==> config.mk <==
export PLATFORM = sky130hd
export DESIGN_NAME = apb_master_flat
export DESIGN_NICKNAME = d
export VERILOG_FILES = /design/src/rtl/apb_master_if.sv /design/src/rtl/apb_master.sv /design/src/flat_wrapper.sv
export SDC_FILE = /design/constraint.sdc
export NUM_CORES = 1
export LEC_CHECK = 0
export CORE_ASPECT_RATIO = 0.9
export CORE_UTILIZATION = 35
export CTS_CLUSTER_DIAMETER = 150
export CTS_CLUSTER_SIZE = 30
export DETAILED_ROUTE_END_ITERATION = 6
export PLACE_DENSITY = 0.76
export SETUP_SLACK_MARGIN = 0.15
export SLEW_MARGIN = 20
export SYNTH_ARGS = -nofsm -noshare
export SYNTH_HDL_FRONTEND = slang
export SYNTH_SLANG_ARGS = --single-unit
==> constraint.sdc <==
create_clock -name PCLK -period 1.2 [get_ports PCLK]
set_clock_uncertainty 0.05 [all_clocks]
set_input_delay 0.36 -clock PCLK [delete_from_list [all_inputs] [get_ports PCLK]]
set_output_delay 0.36 -clock PCLK [all_outputs]
set_load 0.01 [all_outputs]
==> src/rtl/apb_master_if.sv <==
// Bus bundle for apb_master: the host-side command/response handshake
// and the APB signals towards the FIFO-bridge responder.
// The master modport is the initiator's view. The slave modport is the
// view of everything around it: the host plus the APB responder.
interface apb_master_if;
  // host command channel
  logic       CMD_VALID;
  logic       CMD_READY;
  logic       CMD_WRITE;
  logic [7:0] CMD_ADDR;
  logic [7:0] CMD_WDATA;
  // host response channel
  logic       RSP_VALID;
  logic [7:0] RSP_RDATA;
  logic       RSP_ERR;
  logic       BUSY;
  // APB bus
  logic       PSELx;
  logic       PENABLE;
  logic       PWRITE;
  logic [7:0] PADDR;
  logic [7:0] PWDATA;
  logic       PREADY;
  logic [7:0] PRDATA;

  modport master (
    input  CMD_VALID, CMD_WRITE, CMD_ADDR, CMD_WDATA, PREADY, PRDATA,
    output CMD_READY, RSP_VALID, RSP_RDATA, RSP_ERR, BUSY,
           PSELx, PENABLE, PWRITE, PADDR, PWDATA
  );

  modport slave (
    output CMD_VALID, CMD_WRITE, CMD_ADDR, CMD_WDATA, PREADY, PRDATA,
    input  CMD_READY, RSP_VALID, RSP_RDATA, RSP_ERR, BUSY,
           PSELx, PENABLE, PWRITE, PADDR, PWDATA
  );
endinterface

==> src/rtl/apb_master.sv <==
// apb_master: single-outstanding APB initiator on the 8-bit I2C-APB bus.
// Each accepted command becomes one SETUP + ACCESS transfer, and the
// result comes back as a one-cycle RSP_VALID pulse.
// Optional feature macro: APB_MASTER_TIMEOUT_EN. When it is defined, an
// ACCESS phase that sees no PREADY for TIMEOUT edges is aborted with
// RSP_ERR=1. When it is undefined, ACCESS waits for PREADY indefinitely.
module apb_master #(
  parameter int TIMEOUT = 16
) (
  input logic          PCLK,
  input logic          PRESET,
  apb_master_if.master bus
);

  typedef enum logic [1:0] {IDLE, SETUP, ACCESS} state_t;

  state_t state;
  state_t state_nxt;
  logic   accept;
  logic   done_ok;
  logic   done_to;

  // An illegal TIMEOUT is caught while the design is elaborated.
  if (TIMEOUT < 1 || TIMEOUT > 255) begin : g_bad_timeout
    $error("apb_master: TIMEOUT must be in 1..255");
  end

  assign accept  = (state == IDLE) && bus.CMD_VALID;
  assign done_ok = (state == ACCESS) && bus.PREADY;

`ifdef APB_MASTER_TIMEOUT_EN
  localparam logic [7:0] TIMEOUT_LAST = 8'(TIMEOUT - 1);

  logic [7:0] wait_cnt;
  logic       rsp_err_q;

  // Abort when the TIMEOUT-th ACCESS edge also arrives without PREADY.
  assign done_to = (state == ACCESS) && !bus.PREADY && (wait_cnt == TIMEOUT_LAST);

  // Count ACCESS edges without PREADY. The count restarts while in SETUP.
  always_ff @(posedge PCLK) begin
    if (PRESET) begin
      wait_cnt <= 8'd0;
    end else if (state == SETUP) begin
      wait_cnt <= 8'd0;
    end else if (state == ACCESS && !bus.PREADY) begin
      wait_cnt <= wait_cnt + 8'd1;
    end
  end

  // The error flag is set by a timeout, cleared by a normal completion,
  // and held between completions.
  always_ff @(posedge PCLK) begin
    if (PRESET) begin
      rsp_err_q <= 1'b0;
    end else if (done_ok) begin
      rsp_err_q <= 1'b0;
    end else if (done_to) begin
      rsp_err_q <= 1'b1;
    end
  end

  assign bus.RSP_ERR = rsp_err_q;
`else
  assign done_to     = 1'b0;
  assign bus.RSP_ERR = 1'b0;
`endif

  // State register.
  // NOTE: sequential state uses non-blocking assignments, so every flop
  // samples values from before the edge, whatever order the blocks run in.
  always_ff @(posedge PCLK) begin
    if (PRESET) begin
      state <= IDLE;
    end else begin
      state <= state_nxt;
    end
  end

  // Next-state logic: IDLE -> SETUP -> ACCESS -> (wait)* -> IDLE.
  // NOTE: each always_comb assigns its default first, so no path through
  // the case statement can leave a latch behind.
  always_comb begin
    state_nxt = state;
    case (state)
      IDLE:    if (accept) state_nxt = SETUP;
      SETUP:   state_nxt = ACCESS;
      ACCESS:  if (done_ok || done_to) state_nxt = IDLE;
      default: state_nxt = IDLE;
    endcase
  end

  // Bus control and handshake outputs are decoded from the state alone.
  always_comb begin
    bus.PSELx     = 1'b0;
    bus.PENABLE   = 1'b0;
    bus.CMD_READY = 1'b0;
    bus.BUSY      = (state != IDLE);
    case (state)
      IDLE:    bus.CMD_READY = 1'b1;
      SETUP:   bus.PSELx     = 1'b1;
      ACCESS: begin
        bus.PSELx   = 1'b1;
        bus.PENABLE = 1'b1;
      end
      default: bus.CMD_READY = 1'b0;
    endcase
  end

  // Capture the address phase on accept and the response on completion.
  // NOTE: these are plain flops, not a memory, so every one of them is
  // reset and no X can escape onto the bus after PRESET.
  always_ff @(posedge PCLK) begin
    if (PRESET) begin
      bus.PWRITE    <= 1'b0;
      bus.PADDR     <= 8'h00;
      bus.PWDATA    <= 8'h00;
      bus.RSP_VALID <= 1'b0;
      bus.RSP_RDATA <= 8'h00;
    end else begin
      bus.RSP_VALID <= done_ok || done_to;
      if (accept) begin
        bus.PWRITE <= bus.CMD_WRITE;
        bus.PADDR  <= bus.CMD_ADDR;
        bus.PWDATA <= bus.CMD_WDATA;
      end
      if (done_ok) begin
        bus.RSP_RDATA <= bus.PWRITE ? 8'h00 : bus.PRDATA;
      end else if (done_to) begin
        bus.RSP_RDATA <= 8'h00;
      end
    end
  end

endmodule

==> src/flat_wrapper.sv <==
// flat-port wrapper written by rule: the top's interface ports become plain ports
module apb_master_flat 
#(
  parameter int TIMEOUT = 16
)
  (PCLK, PRESET, bus_CMD_VALID, bus_CMD_WRITE, bus_CMD_ADDR, bus_CMD_WDATA, bus_PREADY, bus_PRDATA, bus_CMD_READY, bus_RSP_VALID, bus_RSP_RDATA, bus_RSP_ERR, bus_BUSY, bus_PSELx, bus_PENABLE, bus_PWRITE, bus_PADDR, bus_PWDATA);
  apb_master_if bus_i ();
  input logic PCLK;
  input logic PRESET;
  input wire logic [$bits(bus_i.CMD_VALID)-1:0] bus_CMD_VALID;
  input wire logic [$bits(bus_i.CMD_WRITE)-1:0] bus_CMD_WRITE;
  input wire logic [$bits(bus_i.CMD_ADDR)-1:0] bus_CMD_ADDR;
  input wire logic [$bits(bus_i.CMD_WDATA)-1:0] bus_CMD_WDATA;
  input wire logic [$bits(bus_i.PREADY)-1:0] bus_PREADY;
  input wire logic [$bits(bus_i.PRDATA)-1:0] bus_PRDATA;
  output wire logic [$bits(bus_i.CMD_READY)-1:0] bus_CMD_READY;
  output wire logic [$bits(bus_i.RSP_VALID)-1:0] bus_RSP_VALID;
  output wire logic [$bits(bus_i.RSP_RDATA)-1:0] bus_RSP_RDATA;
  output wire logic [$bits(bus_i.RSP_ERR)-1:0] bus_RSP_ERR;
  output wire logic [$bits(bus_i.BUSY)-1:0] bus_BUSY;
  output wire logic [$bits(bus_i.PSELx)-1:0] bus_PSELx;
  output wire logic [$bits(bus_i.PENABLE)-1:0] bus_PENABLE;
  output wire logic [$bits(bus_i.PWRITE)-1:0] bus_PWRITE;
  output wire logic [$bits(bus_i.PADDR)-1:0] bus_PADDR;
  output wire logic [$bits(bus_i.PWDATA)-1:0] bus_PWDATA;
  assign bus_i.CMD_VALID = bus_CMD_VALID;
  assign bus_i.CMD_WRITE = bus_CMD_WRITE;
  assign bus_i.CMD_ADDR = bus_CMD_ADDR;
  assign bus_i.CMD_WDATA = bus_CMD_WDATA;
  assign bus_i.PREADY = bus_PREADY;
  assign bus_i.PRDATA = bus_PRDATA;
  assign bus_CMD_READY = bus_i.CMD_READY;
  assign bus_RSP_VALID = bus_i.RSP_VALID;
  assign bus_RSP_RDATA = bus_i.RSP_RDATA;
  assign bus_RSP_ERR = bus_i.RSP_ERR;
  assign bus_BUSY = bus_i.BUSY;
  assign bus_PSELx = bus_i.PSELx;
  assign bus_PENABLE = bus_i.PENABLE;
  assign bus_PWRITE = bus_i.PWRITE;
  assign bus_PADDR = bus_i.PADDR;
  assign bus_PWDATA = bus_i.PWDATA;
  apb_master #(.TIMEOUT(TIMEOUT)) u_core (.PCLK(PCLK), .PRESET(PRESET), .bus(bus_i));
endmodule
==> results.json, run 1 <==
{
  "status": "complete, but fails checks",
  "violations": "negative setup slack",
  "synth_edf_count": 0,
  "rrSetupSlack_ns": -0.22,
  "async_reset_ff_share_pct": 0,
  "grt_pass1_vias": 1132,
  "core_area_sq_um": 3070,
  "r2r_end": "u_core.bus.RSP_RDATA[0]$_SDFFE_PP0P_",
  "end_kind": "output pin",
  "grt_setup_unrepaired": "yes",
  "cp.arrival_ns": 1.10,
  "routedWlPerCell_microns": 14.7,
  "grt_pass1_wl_microns": 5160,
  "preCtsSetupSlack_ns": -0.359,
  "dieArea_sq_um": 3480,
  "cp.required_ns": 0.79,
  "viasPerCell": 4.87,
  "num-nets-final": 245,
  "grt-ovfl-total": 0,
  "final_hold_viol_count": 0,
  "cts-root-buf": "clkbuf_4",
  "syn_area_per_cell_sq_um": 8.62,
  "whs_path_depth": 2,
  "dp_hpwl_microns": 2140,
  "fin_crit_sh_pct": 126,
  "synthFlopType": "dfxtp_1",
  "drv_slew": 0,
  "ys_seq_area_share_pct": 49.3,
  "n_antenna_cell": 0,
  "clockBufferDepth": 2,
  "hp-start": "u_core.bus.RSP_RDATA[4]$_SDFFE_PP0P_",
  "area_delta_synth_final_pct": 101,
  "drive_gt1_share_pct": 64.0,
  "die_w_microns": 62.1,
  "first_pass_iters": 4,
  "hold_ws_ns": 0.424,
  "cts_hold_buf": 0,
  "cts_num_sinks": 28,
  "cpPeakStageDelay_ns": 0.36,
  "io_pins": 60,
  "synth_seq_cells": 28,
  "ys_warn_count": 0,
  "dp_cells": 233,
  "fin_crit_ns": 1.51,
  "drc": 0,
  "fin_cells": 253,
  "finalSetupTns_ns": -5.58,
  "slowest_stage": "dfxtp_2",
  "power_density_nw_per_um2": 1760,
  "finalWorstSetupSlack_ns": -0.312,
  "worstPathCellList": "buf_4, ha_4, buf_6",
  "cts_tree": "built",
  "leakagePower_nw": 0.903,
  "startpoint_type": "flop",
  "fp-row-count": 19,
  "port_buffers": 58,
  "ant_nets": 0,
  "cts-htree-levels": 1,
  "syn-num-nets": 165,
  "antenna_found_initial": 0,
  "vias": 1233,
  "synthDistinctLibCells": 18,
  "worstRegToRegCells": 8,
  "initial_utilization_pct": 37.1,
  "grt_max_degree": 18,
  "worstHoldEndpoint": "u_core.bus.RSP_RDATA[4]$_SDFFE_PP0P_",
  "maxCapViolations": 0,
  "drt_iter0_markers": 66,
  "crit_family": "flip-flops",
  "grt_use_total_pct": 20.0,
  "cts_buffers": 3,
  "worstSetupPathType": "reg -> out",
  "clk_pin_slew_worst_paths_ns": 0.15,
  "gp_congestion": 0.678,
  "clock_latency_ns": 0.33,
  "synth_area_sq_um": 1140,
  "netlist_instances": 132,
  "setup_viol": 43,
  "die_h_microns": 56.1,
  "r2r-start": "u_core.state[1]$_SDFFE_PP0P_",
  "worst_hold_path_type": "reg -> reg",
  "ir_drop_v": 0.00159,
  "wirelength_microns": 3730,
  "path_buf_inv": 2,
  "worstPathMaxFanout": 3,
  "timing.fmax_ghz": 0.661
}
==> timing repair <==
action,4_1_cts,5_1_grt
pin swaps,2,26
hold endpoints to repair,0,0
setup endpoints to repair,58,58
buffers inserted,7,5
resized for setup,198,39
gates cloned,3,1
==> cells by family (layout without fill, tap and decap cells) <==
| family | Yosys count | in the layout | synth area share, % |
|---|---|---|---|
| other | 1 | 1 | 0.330 |
| AND/OR/NAND/NOR | 58 | 62 | 24.2 |
| buffers and inverters | 13 | 88 | 7.92 |
| AO/OA/AOI/OAI | 26 | 26 | 12.1 |
| flip-flops | 28 | 28 | 49.3 |
| adder cells (fa/ha/maj) | 4 | 4 | 4.40 |
| multiplexers | 2 | 2 | 1.76 |
==> synthesized netlist by cell type (2+ instances only) <==
library cell  instances  share of area (%)
nand2_1              43                 14
dfxtp_1              28                 49
a21oi_1              24                 11
nand4b_1              8                6.2
buf_2                 5                2.2
ha_1                  4                4.4
inv_1                 4                1.3
nand2b_1              4                2.2
buf_4                 2                1.3
mux2i_1               2                1.8
==> worst min-delay path: cells and delay by family (launching register included) <==
family	cells	cell delay (ns)
DFF	1	0.37
AOI/OAI and AO/OA	1	0.04
and+or+nand+nor	1	0.05
==> layer usage <==
metal,vias up,global-route usage [%],routed length (microns),share of wire (%)
met2,59,34.7,1890,51
met3,8,4.42,267,7.2
met5,-,0,0,0
li1,596,-,-,-
met1,570,23.9,1500,40
met4,0,5.71,76,2.0
==> where the power goes <==
group | internal, W | total [W] | switching (W)
Sequential | 0.00111 | 0.00122 | 0.000111
Combinational | 0.00122 | 0.00220 | 0.000981
Clock | 0.000338 | 0.000612 | 0.000274
Total | 0.00266 | 0.00403 | 0.00137
==> cells in the final DEF, fill, tap and decap left out, drive strengths merged <==
cell type	netlist	routed
nor2	1	1
mux2i	2	2
inv	4	4
dfxtp	28	28
clkbuf	0	3
a21oi	25	25
nand4b	8	8
nand2	44	46
conb	1	1
dlygate4sd2	0	2
bufinv	0	1
ha	4	4
nand2b	4	4
and2	1	3
clkdlybuf4s50	0	26
a2bb2oi	1	1
buf	9	52
==> state kept, by name, summed over array words and instances, names as in the netlist <==
register              count
u_core.bus.PADDR          8
u_core.bus.RSP_RDATA      8
u_core.state              2
u_core.bus.RSP_VALID      1
u_core.bus.PWRITE         1
u_core.bus.PWDATA         8
==> cell type report <==
| cell class | count | area, sq um |
|---|---|---|
| repair buffers | 80 | 825 |
| fillers | 221 | 777 |
| multi-input cells | 95 | 744 |
| flip-flops and latches | 28 | 596 |
| well taps | 42 | 52.6 |
| clock inverters | 1 | 30.0 |
| clock buffers | 3 | 22.5 |
| inverters | 4 | 20.0 |
==> worst max-delay path by stage <==
| stage | depth (start not counted) | endpoint | start | slack (ns) |
|---|---|---|---|---|
| floorplan | 7 | u_core.bus.PADDR[0]$_SDFFE_PP0P_ | u_core.state[1]$_SDFFE_PP0P_ | 0.003 |
| global placement | 3 | bus_PSELx | u_core.state[1]$_SDFFE_PP0P_ | -0.34 |
| detailed placement | 3 | bus_PSELx | u_core.state[1]$_SDFFE_PP0P_ | -0.36 |
| CTS | 3 | bus_PSELx | u_core.state[0]$_SDFFE_PP0P_ | -0.31 |
| global route | 3 | bus_PSELx | u_core.state[1]$_SDFFE_PP0P_ | -0.36 |
| finish | 3 | bus_PENABLE | u_core.state[1]$_SDFFE_PP0P_ | -0.31 |
==> per-stage QoR <==
| step | power [W] | utilization [%] | cell area, sq um |
|---|---|---|---|
| final | 0.00403 | 74.7 | 2290 |
| after global routing | 0.00422 | 74.7 | 2290 |
| after CTS | 0.00372 | 68.2 | 2090 |
| after detailed placement | 0.00261 | 59.0 | 1810 |
| after global placement | 0.00255 | 59.0 | 1810 |
| after floorplan | 0.00202 | - | 1180 |
(Power assumes the default switching activity.)
==> run 2, diff against run 1 <==
- CORE_UTILIZATION: 35 -> 54
- DONT_BUFFER_PORTS: unset -> 1
- PLACE_DENSITY: 0.76 -> 0.72
==> results.json, run 2 (same netlist as run 1, synthesis figures left out) <==
{
  "status": "complete, but fails checks",
  "core_area_sq_um": 1950,
  "fin_crit_sh_pct": 120,
  "io_pins": 60,
  "worstRegToRegCells": 6,
  "r2r_end": "u_core.bus.PWDATA[3]$_SDFFE_PP0P_",
  "drive_gt1_share_pct": 40.0,
  "clockBufferDepth": 2,
  "fin_crit_ns": 1.44,
  "violations": "negative setup slack",
  "rrSetupSlack_ns": -0.06,
  "cts_tree": "built",
  "startpoint_type": "flop",
  "dieArea_sq_um": 2290,
  "initial_utilization_pct": 58.3,
  "cts_num_sinks": 28,
  "clk_pin_slew_worst_paths_ns": 0.14,
  "port_buffers": 0,
  "fin_cells": 165,
  "worstMarginPinSlew_ns": 0.634,
  "worstPathCellList": "inv_4, ha_4, buf_6",
  "viasPerCell": 5.50,
  "antenna_found_initial": 0,
  "r2r-start": "u_core.state[1]$_SDFFE_PP0P_",
  "fp-row-count": 15,
  "cpPeakStageDelay_ns": 0.38,
  "grt_use_total_pct": 22.4,
  "reg_top3": "u_core.bus.PADDR: 8 flops, u_core.bus.PWDATA: 8 flops, u_core.bus.RSP_RDATA: 8 flops",
  "grt_setup_unrepaired": "yes",
  "n_antenna_cell": 0,
  "final_cell_mix": "41 x nand2_1, 26 x dfxtp_2, 21 x a21oi_1, 8 x nand4b_1, 5 x buf_4",
  "leakagePower_nw": 0.509,
  "power_density_nw_per_um2": 2090,
  "slowest_stage": "dfxtp_2",
  "cts-htree-levels": 1,
  "drv_slew": 0,
  "drt_iter0_markers": 14,
  "first_pass_iters": 4,
  "cts_buffers": 3,
  "die_w_microns": 50.4,
  "grt_max_degree": 31,
  "dp_cells": 151,
  "grt_pass1_vias": 851,
  "timing.fmax_ghz": 0.694,
  "worstPathMaxFanout": 3,
  "grt-ovfl-total": 0,
  "wirelength_microns": 2490,
  "vias": 908,
  "cp.required_ns": 0.79,
  "relSlewSlack_pct": 57.6,
  "hp-start": "PRESET",
  "setup_viol": 26,
  "grt_pass1_wl_microns": 3700,
  "worst_hold_path_type": "in -> reg",
  "clock_latency_ns": 0.32,
  "gp_congestion": 0.746,
  "die_h_microns": 45.5,
  "cts-root-buf": "clkbuf_4",
  "final_common_cell": "nand2_1",
  "routedWlPerCell_microns": 15.1,
  "final_hold_viol_count": 0,
  "drc": 0,
  "ir_drop_v": 0.00143,
  "end_kind": "output pin",
  "area_delta_synth_final_pct": 20.6,
  "dp_hpwl_microns": 1550,
  "maxCapViolations": 0,
  "post-route-util_pct": 70.3,
  "finalWorstSetupSlack_ns": -0.242,
  "cp.arrival_ns": 1.03,
  "worstHoldEndpoint": "u_core.bus.PADDR[3]$_SDFFE_PP0P_",
  "num-nets-final": 174,
  "ant_nets": 0,
  "worstSetupPathType": "reg -> out",
  "finalSetupTns_ns": -1.79,
  "whs_path_depth": 1
}
## run 2: worst max-delay path, delay by kind of cell (launching register included)
| family | cells | cell delay, ns |
|---|---|---|
| flops | 1 | 0.38 |
| fa+ha+maj | 1 | 0.16 |
| buf+inv | 2 | 0.16 |
## run 2: power breakdown
| group | internal (W) | switching, W | total [W] |
|---|---|---|---|
| combinational | 0.000554 | 0.000589 | 0.00114 |
| clock | 0.000186 | 0.000267 | 0.000453 |
| sequential | 0.00111 | 0.000160 | 0.00127 |
## run 2: how the worst max path moves through the flow
stage	slack, ns	depth (start not counted)	to	from
global route	-0.28	3	bus_CMD_READY	u_core.state[0]$_SDFFE_PP0P_
CTS	-0.25	3	bus_CMD_READY	u_core.state[0]$_SDFFE_PP0P_
detailed placement	-0.02	5	u_core.bus.RSP_RDATA[5]$_SDFFE_PP0P_	u_core.state[0]$_SDFFE_PP0P_
floorplan	0.003	7	u_core.bus.PADDR[0]$_SDFFE_PP0P_	u_core.state[1]$_SDFFE_PP0P_
global placement	0.02	5	u_core.state[0]$_SDFFE_PP0P_	u_core.state[1]$_SDFFE_PP0P_
finish	-0.24	3	bus_CMD_READY	u_core.state[0]$_SDFFE_PP0P_
## run 2: per-layer routing
| metal | up-vias | track usage, % | share of wire, % |
|---|---|---|---|
| met5 | - | 0 | 0 |
| met4 | 0 | 6.67 | 0.40 |
| met3 | 2 | 10.3 | 8.5 |
| met2 | 38 | 36.3 | 47 |
| met1 | 422 | 27.0 | 44 |
| li1 | 446 | - | - |
## run 2: stage by stage
stage               instance area, sq um  setup WS, ns  power (W)  hold slack [ns]
global placement                    1170        0.0227    0.00208            0.377
floorplan                           1180       0.00250    0.00202            0.414
finish                              1370        -0.242    0.00287           0.0214
global route                        1370        -0.284    0.00304          0.00199
CTS                                 1340        -0.247    0.00286           0.0102
detailed placement                  1170       -0.0190    0.00212            0.380
## run 2: layout make-up
type                            instances  area [sq um]
Sequential cell                        28           601
Fill cell                             160           581
Clock buffer                            4          36.3
Inverter                                4          17.5
Tap cell                               25          31.3
Multi-Input combinational cell         93           582
Timing Repair Buffer                   11           104
## run 2: repair_timing
action,in CTS,in global routing
buffers inserted,6,0
pin swaps,18,2
resized for setup,38,3
endpoints found under the hold margin,0,15
setup endpoints to repair,58,57
cloned,2,0
hold buffers,0,2
==> run 3, diff against run 2 <==
- GPL_ROUTABILITY_DRIVEN: unset -> 0
==> results of run 3 <==
Final layout, timing and power as in run 2 (identical DEF).
